==> src/rtl/nibble_add_pkg.sv <==
// Shared definitions for the nibble-serial add/subtract sequencer:
// FSM state encoding, nibble width and counter sizing helper.
package nibble_add_pkg;

  localparam int NIB_W = 4;

  typedef enum logic [1:0] {
    ST_IDLE = 2'd0,
    ST_RUN  = 2'd1,
    ST_DONE = 2'd2
  } state_t;

  // Width of the nibble counter for a given operand width; never below 1 bit.
  function automatic int cnt_width(input int width);
    int n;
    n = width / NIB_W;
    return (n <= 1) ? 1 : $clog2(n);
  endfunction

endpackage

==> src/rtl/fulladder.sv <==
// 4-bit ripple-carry adder built from a chain of single-bit full adders.
module fulladder (
  input  logic [3:0] a,
  input  logic [3:0] b,
  input  logic       cin,
  output logic [3:0] s,
  output logic       cout
);

  logic [4:0] c;

  always_comb begin
    c    = '0;
    s    = '0;
    c[0] = cin;
    for (int i = 0; i < 4; i++) begin
      s[i]   = a[i] ^ b[i] ^ c[i];
      c[i+1] = (a[i] & b[i]) | (c[i] & (a[i] ^ b[i]));
    end
  end

  assign cout = c[4];

endmodule

==> src/rtl/nibble_add_seq.sv <==
// Multi-precision add/subtract over WIDTH/4 cycles through one shared 4-bit adder,
// least significant nibble first, with the carry registered between nibbles.
module nibble_add_seq
  import nibble_add_pkg::*;
#(
  parameter int WIDTH = 16
) (
  input  logic             clk,
  input  logic             rst,
  input  logic             start,
  input  logic [WIDTH-1:0] a,
  input  logic [WIDTH-1:0] b,
  input  logic             cin,
  input  logic             sub,
  output logic             busy,
  output logic             done,
  output logic [WIDTH-1:0] sum,
  output logic             cout,
  output logic             ovf,
  output state_t           state_dbg
);

  localparam int N     = WIDTH / NIB_W;
  localparam int CNT_W = cnt_width(WIDTH);
  localparam int SR_W  = WIDTH - NIB_W;
  localparam logic [CNT_W-1:0] LAST_CNT = CNT_W'(N - 1);

  if ((WIDTH % NIB_W != 0) || (WIDTH < 8)) begin : g_bad_width
    $error("nibble_add_seq: WIDTH must be a multiple of 4 and at least 8");
  end

  state_t             state_q, state_d;
  logic [CNT_W-1:0]   cnt_q, cnt_d;
  logic [WIDTH-1:0]   a_sr_q, a_sr_d;
  logic [WIDTH-1:0]   b_sr_q, b_sr_d;
  logic [SR_W-1:0]    sr_q, sr_d;
  logic               carry_q, carry_d;
  logic               a_msb_q, a_msb_d;
  logic               b_msb_q, b_msb_d;
  logic [WIDTH-1:0]   sum_q, sum_d;
  logic               cout_q, cout_d;
  logic               ovf_q, ovf_d;

  logic [NIB_W-1:0]   add_s;
  logic               add_co;
  logic [WIDTH-1:0]   sum_w;
  logic [WIDTH-1:0]   b_eff;
  logic               accept;

  fulladder u_fulladder (
    .a    (a_sr_q[NIB_W-1:0]),
    .b    (b_sr_q[NIB_W-1:0]),
    .cin  (carry_q),
    .s    (add_s),
    .cout (add_co)
  );

  // Handshake: start is a request that is taken on any rising edge where
  // busy=0 (IDLE or DONE). ~busy is the only ready; requests made while
  // busy=1 are dropped, and operands/cin/sub are only sampled with the
  // accepted start.
  assign accept = start && (state_q != ST_RUN);
  assign b_eff  = sub ? ~b : b;

  // Previously produced nibbles sit in sr_q; the adder output completes the word.
  assign sum_w  = {add_s, sr_q};

  always_comb begin
    state_d = state_q;
    cnt_d   = cnt_q;
    a_sr_d  = a_sr_q;
    b_sr_d  = b_sr_q;
    sr_d    = sr_q;
    carry_d = carry_q;
    a_msb_d = a_msb_q;
    b_msb_d = b_msb_q;
    sum_d   = sum_q;
    cout_d  = cout_q;
    ovf_d   = ovf_q;

    case (state_q)
      ST_IDLE: begin
        state_d = ST_IDLE;
      end
      ST_RUN: begin
        a_sr_d  = a_sr_q >> NIB_W;
        b_sr_d  = b_sr_q >> NIB_W;
        sr_d    = sum_w[WIDTH-1:NIB_W];
        carry_d = add_co;
        cnt_d   = cnt_q + CNT_W'(1);
        if (cnt_q == LAST_CNT) begin
          state_d = ST_DONE;
          sum_d   = sum_w;
          cout_d  = add_co;
          ovf_d   = (a_msb_q == b_msb_q) && (add_s[NIB_W-1] != a_msb_q);
        end
      end
      ST_DONE: begin
        state_d = ST_IDLE;
      end
      default: begin
        state_d = ST_IDLE;
      end
    endcase

    // A new operation may start from IDLE or straight out of DONE.
    if (accept) begin
      state_d = ST_RUN;
      cnt_d   = '0;
      a_sr_d  = a;
      b_sr_d  = b_eff;
      carry_d = sub ? 1'b1 : cin;
      a_msb_d = a[WIDTH-1];
      b_msb_d = b_eff[WIDTH-1];
    end
  end

  always_ff @(posedge clk) begin
    if (rst) begin
      state_q <= ST_IDLE;
      cnt_q   <= '0;
      a_sr_q  <= '0;
      b_sr_q  <= '0;
      sr_q    <= '0;
      carry_q <= 1'b0;
      a_msb_q <= 1'b0;
      b_msb_q <= 1'b0;
      sum_q   <= '0;
      cout_q  <= 1'b0;
      ovf_q   <= 1'b0;
    end else begin
      state_q <= state_d;
      cnt_q   <= cnt_d;
      a_sr_q  <= a_sr_d;
      b_sr_q  <= b_sr_d;
      sr_q    <= sr_d;
      carry_q <= carry_d;
      a_msb_q <= a_msb_d;
      b_msb_q <= b_msb_d;
      sum_q   <= sum_d;
      cout_q  <= cout_d;
      ovf_q   <= ovf_d;
    end
  end

  assign busy      = (state_q == ST_RUN);
  assign done      = (state_q == ST_DONE);
  assign sum       = sum_q;
  assign cout      = cout_q;
  assign ovf       = ovf_q;
  assign state_dbg = state_q;

endmodule
==> config.mk <==
export PLATFORM = sky130hd
export DESIGN_NAME = nibble_add_seq
export DESIGN_NICKNAME = d
export VERILOG_FILES = /design/src/rtl/nibble_add_pkg.sv /design/src/rtl/fulladder.sv /design/src/rtl/nibble_add_seq.sv
export SDC_FILE = /design/constraint.sdc
export NUM_CORES = 1
export LEC_CHECK = 0
export BUFFER_PORTS_ARGS = -buffer_cell sky130_fd_sc_hd__buf_2
export CAP_MARGIN = 20
export CELL_PAD_IN_SITES_DETAIL_PLACEMENT = 1
export CELL_PAD_IN_SITES_GLOBAL_PLACEMENT = 1
export CORE_UTILIZATION = 40
export DETAILED_ROUTE_END_ITERATION = 10
export PLACE_DENSITY = 0.88
export SYNTH_ARGS = -nofsm -noshare
export SYNTH_HDL_FRONTEND = slang
export SYNTH_SLANG_ARGS = --single-unit
export TNS_END_PERCENT = 20
==> constraint.sdc <==
create_clock -name clk -period 2.55 [get_ports clk]
set_input_delay 0.255 -clock clk [delete_from_list [all_inputs] [get_ports clk]]
set_output_delay 0.255 -clock clk [all_outputs]
set_load 0.01 [all_outputs]
# After elaboration in Yosys (flattened, before gate mapping)
# Cells that the tools add are included.
dict set report totals {
  latch_bits 0
  romBits 0
  out_inout_bits 22
  n_memories 0
  ram_bits 0
  regBits 69
  elab_cells 59
}
dict set report op_classes {
  eq_ne 7
  div 0
  n_addsub 1
  bitwise 22
  n_mux 11
  multipliers 0
  magnitude_cmp 0
  n_reduce_logical 6
  shift 0
}
# cell count
set ops {}
lappend ops {{$mux 16} 5}
lappend ops {{$not 16->16} 1}
lappend ops {{$and 1x1->1} 8}
lappend ops {{$xor 1x1->1} 8}
lappend ops {{$mux 1} 6}
lappend ops {{$eq 2x2->1 const B} 2}
lappend ops {{$or 1x1->1} 4}
lappend ops {{$ne 3x1->1 const B} 1}
lappend ops {{$reduce_or 3->1} 1}
lappend ops {{$add 2x1->2 const B} 1}
lappend ops {{$eq 2x1->1 const B} 1}
lappend ops {{$logic_and 1x1->1} 2}
lappend ops {{$ne 2x1->1 const B} 1}
lappend ops {{$reduce_and 2->1} 1}
lappend ops {{$reduce_bool 2->1} 1}
lappend ops {{$reduce_or 2->1} 1}
lappend ops {{$eq 1x1->1} 1}
lappend ops {{$ne 1x1->1} 1}
lappend ops {{$not 1->1} 1}

# Longest topological paths before layout
dict set report depth {
  word_depth 11
  depth_mapped 10
}

# By module
# From an unflattened synthesis, not the netlist that was laid out.
dict set report unflattened {
  hier_cells 305
  hier_area_um2 2890.3
}
# module area_each_um2 instances seq_area_each_um2 cells_each
set modules_own_cells {}
lappend modules_own_cells {nibble_add_seq 2772.7 1 1381.3 291}
lappend modules_own_cells {fulladder 117.6 1 0.0 14}

# Worst setup path after synthesis
# OpenSTA, ideal clock, no wires.
dict set report synth_timing {
  path_type {reg-to-reg}
  start {register a_sr_q[0]}
  end {register ovf_q, in the netlist ovf}
  path_stages_with_launch 11
  period_less_slack_ns 2.348
  setup_slack_ns 0.202
  t_arrival_ns 2.290
  t_required_ns 2.491
  path_buffers 0
  cell_sequence {dfxtp_1 > fa_1 > inv_1 > fa_1 > inv_1 > fa_1 > inv_1 > fa_1 > or3_1 > nand2_1 > a22o_1}
}
dict set report synth_via {
  elab_chain_cells 10
  elab_cells_between_ends 11
}
# element line_no
set synth_rtl {}
lappend synth_rtl {{start, declared} nibble_add_seq.sv:34} ;# logic [WIDTH-1:0] a_sr_q, a_sr_d;
lappend synth_rtl {{start signal, assigned} nibble_add_seq.sv:134} ;# a_sr_q <= a_sr_d;
lappend synth_rtl {{$xor 1x1->1} fulladder.sv:18} ;# c[i+1] = (a[i] & b[i]) | (c[i] & (a[i] ^ b[i]));
lappend synth_rtl {{$and 1x1->1} fulladder.sv:18}
lappend synth_rtl {{$or 1x1->1 *} fulladder.sv:18}
lappend synth_rtl {{$and 1x1->1 *} fulladder.sv:18}
lappend synth_rtl {{$or 1x1->1 *} fulladder.sv:18}
lappend synth_rtl {{$and 1x1->1 *} fulladder.sv:18}
lappend synth_rtl {{$or 1x1->1 *} fulladder.sv:18}
lappend synth_rtl {{$xor 1x1->1 *} fulladder.sv:17} ;# s[i] = a[i] ^ b[i] ^ c[i];
lappend synth_rtl {{$ne 1x1->1 *} nibble_add_seq.sv:95} ;# ovf_d = (a_msb_q == b_msb_q) && (add_s[NIB_W-1] != a_msb_q);
lappend synth_rtl {{$logic_and 1x1->1 *} nibble_add_seq.sv:95}
lappend synth_rtl {{end signal, assigned} nibble_add_seq.sv:142} ;# ovf_q <= ovf_d;
lappend synth_rtl {{end, declared} nibble_add_seq.sv:42} ;# logic ovf_q, ovf_d;
# Mark *: on every way between the ends. The rest lies on a longest branch, timed or not.
# A chain may end at the register's enable or synchronous reset.

# Worst setup path after layout
# Ends and elaborated chain as after synthesis.

==> flow_metrics.env <==
export IMPL_synth_top_area_frac=0.478
export IMPL_clock_skew_ps=6.76
export IMPL_ctsHoldBuffers=0
export IMPL_ys_warn_count=0
export IMPL_dpl_cell_count=435
export IMPL_die_x_um=87.0
export IMPL_finalNetCount=393
export IMPL_period_minus_slack_ps=2470
export IMPL_grt_util_all_layers=0.201
export IMPL_drt_pass1_iterations=4
export IMPL_endpoint_kind="register"
export IMPL_clk_pin_slew_ps=70
export IMPL_first_iter_violations=61
export IMPL_worst_slew_pin_transition_ps=533
export IMPL_coreArea_um2=6870
export IMPL_cp_required_ps=2840
export IMPL_stdcell_count=452
export IMPL_mostFrequentLayoutCell="dfxtp_1"
export IMPL_drtAntennaViolNets=0
export IMPL_grt_pass1_wl_mm=11.2
export IMPL_ys_seq_area_frac=0.478
export IMPL_grt_max_degree=46
export IMPL_numCtsBuffers=9
export IMPL_drive_gt1_frac=0.253
export IMPL_die_h_um=87.0
export IMPL_power_density_nw_per_um2=728
export IMPL_layout_common_cells="68 x dfxtp_1, 58 x buf_2, 34 x nor2_1, 34 x nand2_1, 27 x a21oi_1"
export IMPL_synthArstFlopShare=0
export IMPL_syn_nets=343
export IMPL_finalWirelength_mm=6.85
export IMPL_fillCellCount=808
export IMPL_viasPerCell=5.07
export IMPL_clock_path_buffers=2
export IMPL_insertion_delay_ps=340
export IMPL_cts_htree_levels=3
export IMPL_cp_slowest_stage_delay_ps=450
export IMPL_yosysTopAreaCell="dfxtp_1"
export IMPL_diodes=0
export IMPL_syn_cell_area_um2=2890
export IMPL_synth_edf_count=0
export IMPL_areaGrowthSynthToFinish_pct=19.1
export IMPL_start_kind="register"
export IMPL_hold_viol=0
export IMPL_antenna_found_initial=0
export IMPL_synthCells=301
export IMPL_slew_violations=0
export IMPL_ys_types=31
export IMPL_cp_max_fo=3
export IMPL_ys_seq_elements=69
export IMPL_portBuffers=58
export IMPL_grt_pass1_vias=2308
export IMPL_max_cap_viol_count=0
export IMPL_critPathArrivalTime_ps=2760
export IMPL_cts_root_buf="clkbuf_8"
export IMPL_tns_ps=0
export IMPL_cts_tree="done"
export IMPL_irDropWorstVdd_v=0.000385
export IMPL_fin_ws_ps=82.0
export IMPL_fmax_ghz=0.405
export IMPL_num_vias=2292
export IMPL_status="complete, no violations"
export IMPL_cts_sinks=69
export IMPL_die_area_um2=7570
export IMPL_leakage_nw=1.50
export IMPL_setup_viol=0
export IMPL_overflow=0
export IMPL_wire_per_inst_um=15.2
export IMPL_cp_slowest_cell="fa_2"
export IMPL_hold_class="in -> reg"
export IMPL_rsz0062_at_grt="no"
export IMPL_synthTopCellsByArea="dfxtp_1 48%, mux2i_1 5.5%, xnor2_1 4.9%, a211oi_1 4.7%, a21oi_1 4.7%"
export IMPL_syn_avg_cell_area_um2=9.60
export IMPL_min_period_over_period=0.968
export IMPL_post_route_drc_count=0
export IMPL_place_ws_ps=36.8
export IMPL_crit_chain="fa_1 > inv_1 > fa_1 > inv_1 > fa_2 > inv_2 > fa_2 > or3_1 > nand2_1 > a22o_1"
export IMPL_ios=59
export IMPL_hpwl_mm=4.61
export IMPL_yosys_most_used_dff="dfxtp_1"
export IMPL_rows=30
export IMPL_slew_headroom=0.644
export IMPL_worst_setup_path_type="reg -> reg"
export IMPL_start_util=0.421
export IMPL_place_gp_congestion=0.795
-- cells by family (layout without fill, tap and decap cells) --
group	count (synthesis)	count (layout)	synth area share
buffers and inverters	35	90	0.0667
DFF	69	69	0.478
and+or+nand+nor	80	80	0.117
muxes	16	16	0.0554
xor gates and xnor gates	16	16	0.0485
adders and majority gates	5	5	0.0320
AOI/OAI and AO/OA	80	80	0.202
-- per-layer routing --
layer / vias up / track usage / wire [um]
li1: 1141 / - / -
met1: 1100 / 0.207 / 2820
met2: 43 / 0.378 / 3670
met3: 8 / 0.0616 / 273
met4: 0 / 0.0727 / 93
met5: - / 0 / 0
-- cells in the mapped netlist (3+ instances only) --
master and instances:
o2bb2ai_1 3, mux2i_1 16, a21oi_1 27, fa_1 4, buf_6 3, nand3_1 4
nand2b_1 4, nor2_1 34, buf_2 11, a211oi_1 18, a22o_1 15, a211o_1 12
buf_4 3, inv_1 8, clkbuf_1 7, dfxtp_1 69, nand2_1 34, xnor2_1 16
-- registers in the layout, indices dropped and copies added, names as in the netlist --
name       cells
ovf            1
cnt_q          2
b_msb_q        1
sum           16
a_msb_q        1
a_sr_q        16
state_dbg      2
carry_q        1
b_sr_q        16
sr_q          12
cout           1
-- final cells by class --
| type | instances | area (um2) | share of cell area |
|---|---|---|---|
| Timing Repair Buffer | 64 | 335 | 0.0974 |
| Sequential cell | 69 | 1380 | 0.402 |
| Multi-Input combinational cell | 197 | 1320 | 0.383 |
| Tap cell | 96 | 120 | 0.0349 |
| Clock inverter | 3 | 65.1 | 0.0189 |
| Inverter | 10 | 40.0 | 0.0116 |
| Clock buffer | 13 | 179 | 0.0520 |
-- critical path: cells and delay by family, from the launching register on --
kind,cells,cell delay (ps)
buffers and inverters,3,210
adders and majority gates,4,1360
and+or+nand+nor,2,410
DFF,1,340
AOI/OAI and AO/OA,1,120
-- repair_timing --
action	in CTS	in global routing
buffers inserted	1	0
pin swaps	1	0
setup endpoints to repair	1	1
gates resized for setup	1	3
-- per-stage QoR --
| step | hold WS [ps] | utilization | area [um2] | total power, mW |
|---|---|---|---|---|
| 2_1_floorplan | 402 | - | 2890 | 1.39 |
| 3_3_place_gp | 443 | 0.464 | 3180 | 1.46 |
| 3_5_place_dp | 453 | 0.464 | 3180 | 1.47 |
| 4_1_cts | 137 | 0.501 | 3440 | 2.53 |
| 5_1_grt | 158 | 0.501 | 3440 | 2.61 |
| 6_report | 155 | 0.501 | 3440 | 2.51 |
-- path summary, 6_finish.rpt --
kind | to | cells past startpoint | from | slack [ps]
setup / recovery | ovf | 10 | a_sr_q[0] | 80
hold / removal | a_sr_q[12] | 3 | a[12] | 150
setup reg to reg | ovf | 10 | a_sr_q[0] | 80
hold reg to reg | sr_q[1] | 2 | sr_q[1] | 460
-- where the power goes --
part | switching [mW] | internal, mW | total (mW)
clock | 0.394 | 0.656 | 1.05
combinational | 0.162 | 0.125 | 0.286
sequential | 0.0358 | 1.13 | 1.17
(Power assumes the default switching activity.)
